`src/rtl/base_afreq_pkg.sv`:
```
// rtl/base_afreq_pkg.sv - shared constants and select-width helper for the pair arbiter
package base_afreq_pkg;

    localparam logic PH_FIRST  = 1'b0;
    localparam logic PH_SECOND = 1'b1;

    function automatic int sel_w(input int ways);
        return (ways <= 1) ? 1 : $clog2(ways);
    endfunction

endpackage

```
`src/rtl/base_rr_pick.sv`:
```
// rtl/base_rr_pick.sv - combinational round-robin picker, first request at or after ptr with wrap
module base_rr_pick
    import base_afreq_pkg::*;
#(
    parameter int ways = 4,
    localparam int SW  = sel_w(ways)
) (
    input  logic [ways-1:0] req,
    input  logic [SW-1:0]   ptr,
    output logic            gnt_v,
    output logic [SW-1:0]   gnt_idx
);

    int j;

    // Scan from the far end so the last hit is the nearest one to ptr.
    always_comb begin
        gnt_v   = 1'b0;
        gnt_idx = '0;
        j       = 0;
        for (int i = ways - 1; i >= 0; i--) begin
            j = int'(ptr) + i;
            if (j >= ways) begin
                j = j - ways;
            end
            if (req[j]) begin
                gnt_v   = 1'b1;
                gnt_idx = SW'(j);
            end
        end
    end

endmodule

```
`src/rtl/base_afreq_pair_arb.sv`:
```
// rtl/base_afreq_pair_arb.sv - round-robin arbiter locking its grant for two-beat down-converter pairs
module base_afreq_pair_arb
    import base_afreq_pkg::*;
#(
    parameter int ways  = 4,
    parameter int width = 1,
    localparam int SW   = sel_w(ways)
) (
    input  logic                    clk,
    input  logic                    reset,
    input  logic [ways-1:0]         en,
    input  logic [ways-1:0]         i_v,
    output logic [ways-1:0]         i_r,
    input  logic [ways*width-1:0]   i_d,
    output logic                    o_v,
    input  logic                    o_r,
    output logic [width-1:0]        o_d,
    output logic [SW-1:0]           o_sel,
    output logic                    o_phase
);

    logic          phase_q, phase_d;
    logic [SW-1:0] lock_sel_q, lock_sel_d;
    logic [SW-1:0] rr_ptr_q, rr_ptr_d;
    logic [SW-1:0] last_sel_q, last_sel_d;

    logic [ways-1:0] cand;
    logic            pick_v;
    logic [SW-1:0]   pick_idx;
    logic [SW-1:0]   grant;
    logic            grant_live;
    logic            accept;

    // Candidates are gated by reset so nothing is offered while the block is held in reset.
    assign cand = i_v & en & {ways{reset}};

    base_rr_pick #(
        .ways (ways)
    ) u_pick (
        .req     (cand),
        .ptr     (rr_ptr_q),
        .gnt_v   (pick_v),
        .gnt_idx (pick_idx)
    );

    always_comb begin
        grant      = last_sel_q;
        grant_live = 1'b0;
        o_v        = 1'b0;
        if (phase_q == PH_SECOND) begin
            grant      = lock_sel_q;
            grant_live = 1'b1;
            o_v        = i_v[lock_sel_q];
        end else if (pick_v) begin
            grant      = pick_idx;
            grant_live = 1'b1;
            o_v        = 1'b1;
        end
    end

    always_comb begin
        i_r = '0;
        if (grant_live) begin
            i_r[grant] = o_r;
        end
    end

    assign o_d     = i_d[int'(grant)*width +: width];
    assign o_sel   = (ways == 1) ? '0 : grant;
    assign o_phase = phase_q;
    assign accept  = o_v & o_r;

    always_comb begin
        phase_d    = phase_q;
        lock_sel_d = lock_sel_q;
        rr_ptr_d   = rr_ptr_q;
        last_sel_d = o_sel;
        if (accept) begin
            if (phase_q == PH_FIRST) begin
                phase_d    = PH_SECOND;
                lock_sel_d = grant;
            end else begin
                phase_d = PH_FIRST;
                if (int'(lock_sel_q) >= ways - 1) begin
                    rr_ptr_d = '0;
                end else begin
                    rr_ptr_d = lock_sel_q + 1'b1;
                end
            end
        end
    end

    always_ff @(posedge clk or negedge reset) begin
        if (!reset) begin
            phase_q    <= PH_FIRST;
            lock_sel_q <= '0;
            rr_ptr_q   <= '0;
            last_sel_q <= '0;
        end else begin
            phase_q    <= phase_d;
            lock_sel_q <= lock_sel_d;
            rr_ptr_q   <= rr_ptr_d;
            last_sel_q <= last_sel_d;
        end
    end

endmodule

```
`config.mk`:
```
export PLATFORM = sky130hd
export DESIGN_NAME = base_afreq_pair_arb
export DESIGN_NICKNAME = d
export VERILOG_FILES = /design/src/rtl/base_afreq_pkg.sv /design/src/rtl/base_rr_pick.sv /design/src/rtl/base_afreq_pair_arb.sv
export SDC_FILE = /design/constraint.sdc
export NUM_CORES = 1
export LEC_CHECK = 0
export CORE_MARGIN = 4
export CORE_UTILIZATION = 44
export CTS_CLUSTER_DIAMETER = 120
export DETAILED_ROUTE_END_ITERATION = 10
export MAX_ROUTING_LAYER = met4
export PLACE_DENSITY = 0.9
export SYNTH_ARGS = -nofsm -noshare
export SYNTH_HDL_FRONTEND = slang
export SYNTH_SLANG_ARGS = --single-unit
```
`constraint.sdc`:
```
create_clock -name clk -period 3.45 [get_ports clk]
set_input_delay 0.5175 -clock clk [delete_from_list [all_inputs] [get_ports clk]]
set_output_delay 0.5175 -clock clk [all_outputs]
set_load 0.005 [all_outputs]
```
==> metrics.txt <==
clk slew on worst S/H paths 60 ps; Synth Register Bits 7; DR iter-0 viols 23; vias in the first global route 593; dpl hpwl 1330 um; Global Route Usage Sum 19.6%; delay of the slowest critical-path stage 550 ps; worst r2r src lock_sel_q[0]; fmax 300 MHz; first-pass GRT wire length 2800 um; area of the multi-input gates 395 um2; synth unique cells 28; final setup vio count 0; synth warn 0; syn avg cell area 9.61 um2; TritonCTS Buffers 3; Hold Path End rr_ptr_q[0]; CTS tree done; CP required 2930 ps; FFs w/ async S/R, synth 100%; full die area 0.00201 mm2; DR vias/cell 5.69; number of max-cap violations 0; PD cells 621 mW/mm2; drt wl/cell 16.0 um; Slew HR 78.6%; Hold Crit Class register to register; drc violations 0; skew final 7.51 ps; Clock Tree Buf Depth 2; post-synthesis cell count 62; status complete, no violations; Post-synth top flop dfrtp_1; Worst path slowest cell clkdlybuf4s50_1; Fillers 88; Peak supply drop 0.423 mV; Rows 12; port bufs 23; actual slew at the worst max-slew pin 318 ps; clock root buffer clkbuf_4; count of final max-slew check failures 0; H-tree Lvls 1; Reg2Reg Setup Slack 1760 ps; Setup crit start kind primary input; Final min period 3330 ps; Setup CP Type primary input to output pin; routability cong. 0.712; largest net degree at the start of global routing 11; CP Capture Type output pin; critical path's top delay family buffers and inverters; crit path max fanout 7; DR pass1 iterations 4; Synth Cell Area 596 um2; initial antenna violation count 0; Final period util 96.6%; Seq. cell area 175 um2; WP data arrival 2820 ps; Die W 44.8 um; n_diodes 0; Placeable Area 0.00119 mm2; reg-to-reg endpoint rr_ptr_q[1]; sequential share of the synthesized area 29.4%; Die Y 44.8 um; final setup TNS 0 ps; P&R area growth vs syn 48.3%; clk sink count 7; hold path cells 2; Mapped Nets 78; leakage 0.000399 uW; Hold Path Origin rr_ptr_q[0]; final net count 108; Final ANT Viol Nets 0; initial core utilization 50.2%; I/O pin count 24; Final Power 548 uW; R2R cell count 3; EDFF count, synth 0; Hold Violations, Final 0; gr ovfl total 0; Buf/Inv on CP 2; via count 597; CP Cell Sequence clkdlybuf4s50_1, a22o_2, nand3_1, o31ai_2, mux2i_1, o21ai_2, mux2i_1, clkdlybuf4s50_1; WL final 1680 um; share of cells above drive strength 1 20.9%; Clk Latency, worst-skew pair 250 ps
[report_power, final]
part / internal [uW] / leakage, uW / switching [uW]
registers: 116 / 0.0000893 / 50.9
logic: 178 / 0.000294 / 130
clock network: 44.1 / 0.0000150 / 29.6
[how the worst max path moves through the flow]
stage,startpoint,endpoint,depth (start not counted)
global placement,i_v[2],o_d,8
floorplan,i_v[2],o_d,6
finish,i_v[3],o_d,8
CTS,i_v[2],o_d,8
detailed placement,i_v[2],o_d,8
global route,i_v[3],o_d,8
[cell usage after synthesis, types with 2 or more instances]
library cell / number / share of area, %
inv_1: 3 / 1.9
nor2b_1: 2 / 2.1
a21o_1: 2 / 2.5
o21ai_0: 2 / 1.7
o21ai_2: 2 / 2.9
nand2_1: 12 / 7.6
nor2_1: 3 / 1.9
mux2_2: 4 / 7.6
nand3b_1: 2 / 2.5
dfrtp_1: 7 / 29
mux2i_1: 4 / 6.7
nand3_1: 3 / 2.5
[per-layer routing]
layer  vias to the layer above  GRT usage (%)  part of all wire (%)
met1                       284           25.4                    43
met5                         -              -                     0
li1                        289              -                     -
met4                         0           10.5                     0
met2                        24           28.7                    51
met3                         0           3.59                   6.4
[cells in the final DEF (no fill, tap or decap), types with 3 or more instances in the layout]
master,netlist,layout
nand2_1,12,12
buf_4,0,3
dfrtp_1,7,7
mux2_2,4,4
clkbuf_4,0,3
clkdlybuf4s50_1,0,21
nand3_1,3,3
mux2i_1,4,4
nor2_1,3,3
inv_1,3,3
[per-stage QoR]
step,instance area (um2),worst slack [ps],hold slack (ps),utilization (%),cells
2_1_floorplan,596,1350,222,-,62
3_3_place_gp,837,231,540,70.6,99
3_5_place_dp,837,15.7,549,70.6,99
4_1_cts,863,7.74,563,72.8,103
5_1_grt,883,-30.7,601,74.5,105
6_report,883,116,571,74.5,105
[timing repair]
action	in CTS	in global routing
endpoints found under the setup margin	0	3
hold buffers	0	0
buffers inserted	0	2
gates resized for setup	0	2
[flip-flops by register name, summed over array words and instances, names as in the netlist]
name / count
last_sel_q: 2
lock_sel_q: 2
o_phase: 1
rr_ptr_q: 2
[final cells by class]
cell class | instances | share of cell area [%]
multi-input combinational | 51 | 44.8
timing repair buffer | 26 | 29.2
sequential | 7 | 19.8
clock buffer | 4 | 2.97
tap | 14 | 1.98
inverter | 3 | 1.27
[logic make-up (layout without fill, tap and decap cells)]
logic type               after synthesis  after routing  share of synthesized area (%)
adder cells (fa/ha/maj)                1              1                           2.10
buffers and inverters                  4             33                           4.20
flip-flops                             7              7                           29.4
AND/OR/NAND/NOR                       23             23                           17.4
AO/OA/AOI/OAI                         18             18                           28.8
multiplexers                           9              9                           18.1
[worst reg2reg max path, delay by kind of cell, from the launching register on]
family	cells	cell delay (ps)
flip-flops	1	500
AND/OR/NAND/NOR	1	160
multiplexers	2	930
(Power assumes the default switching activity.)
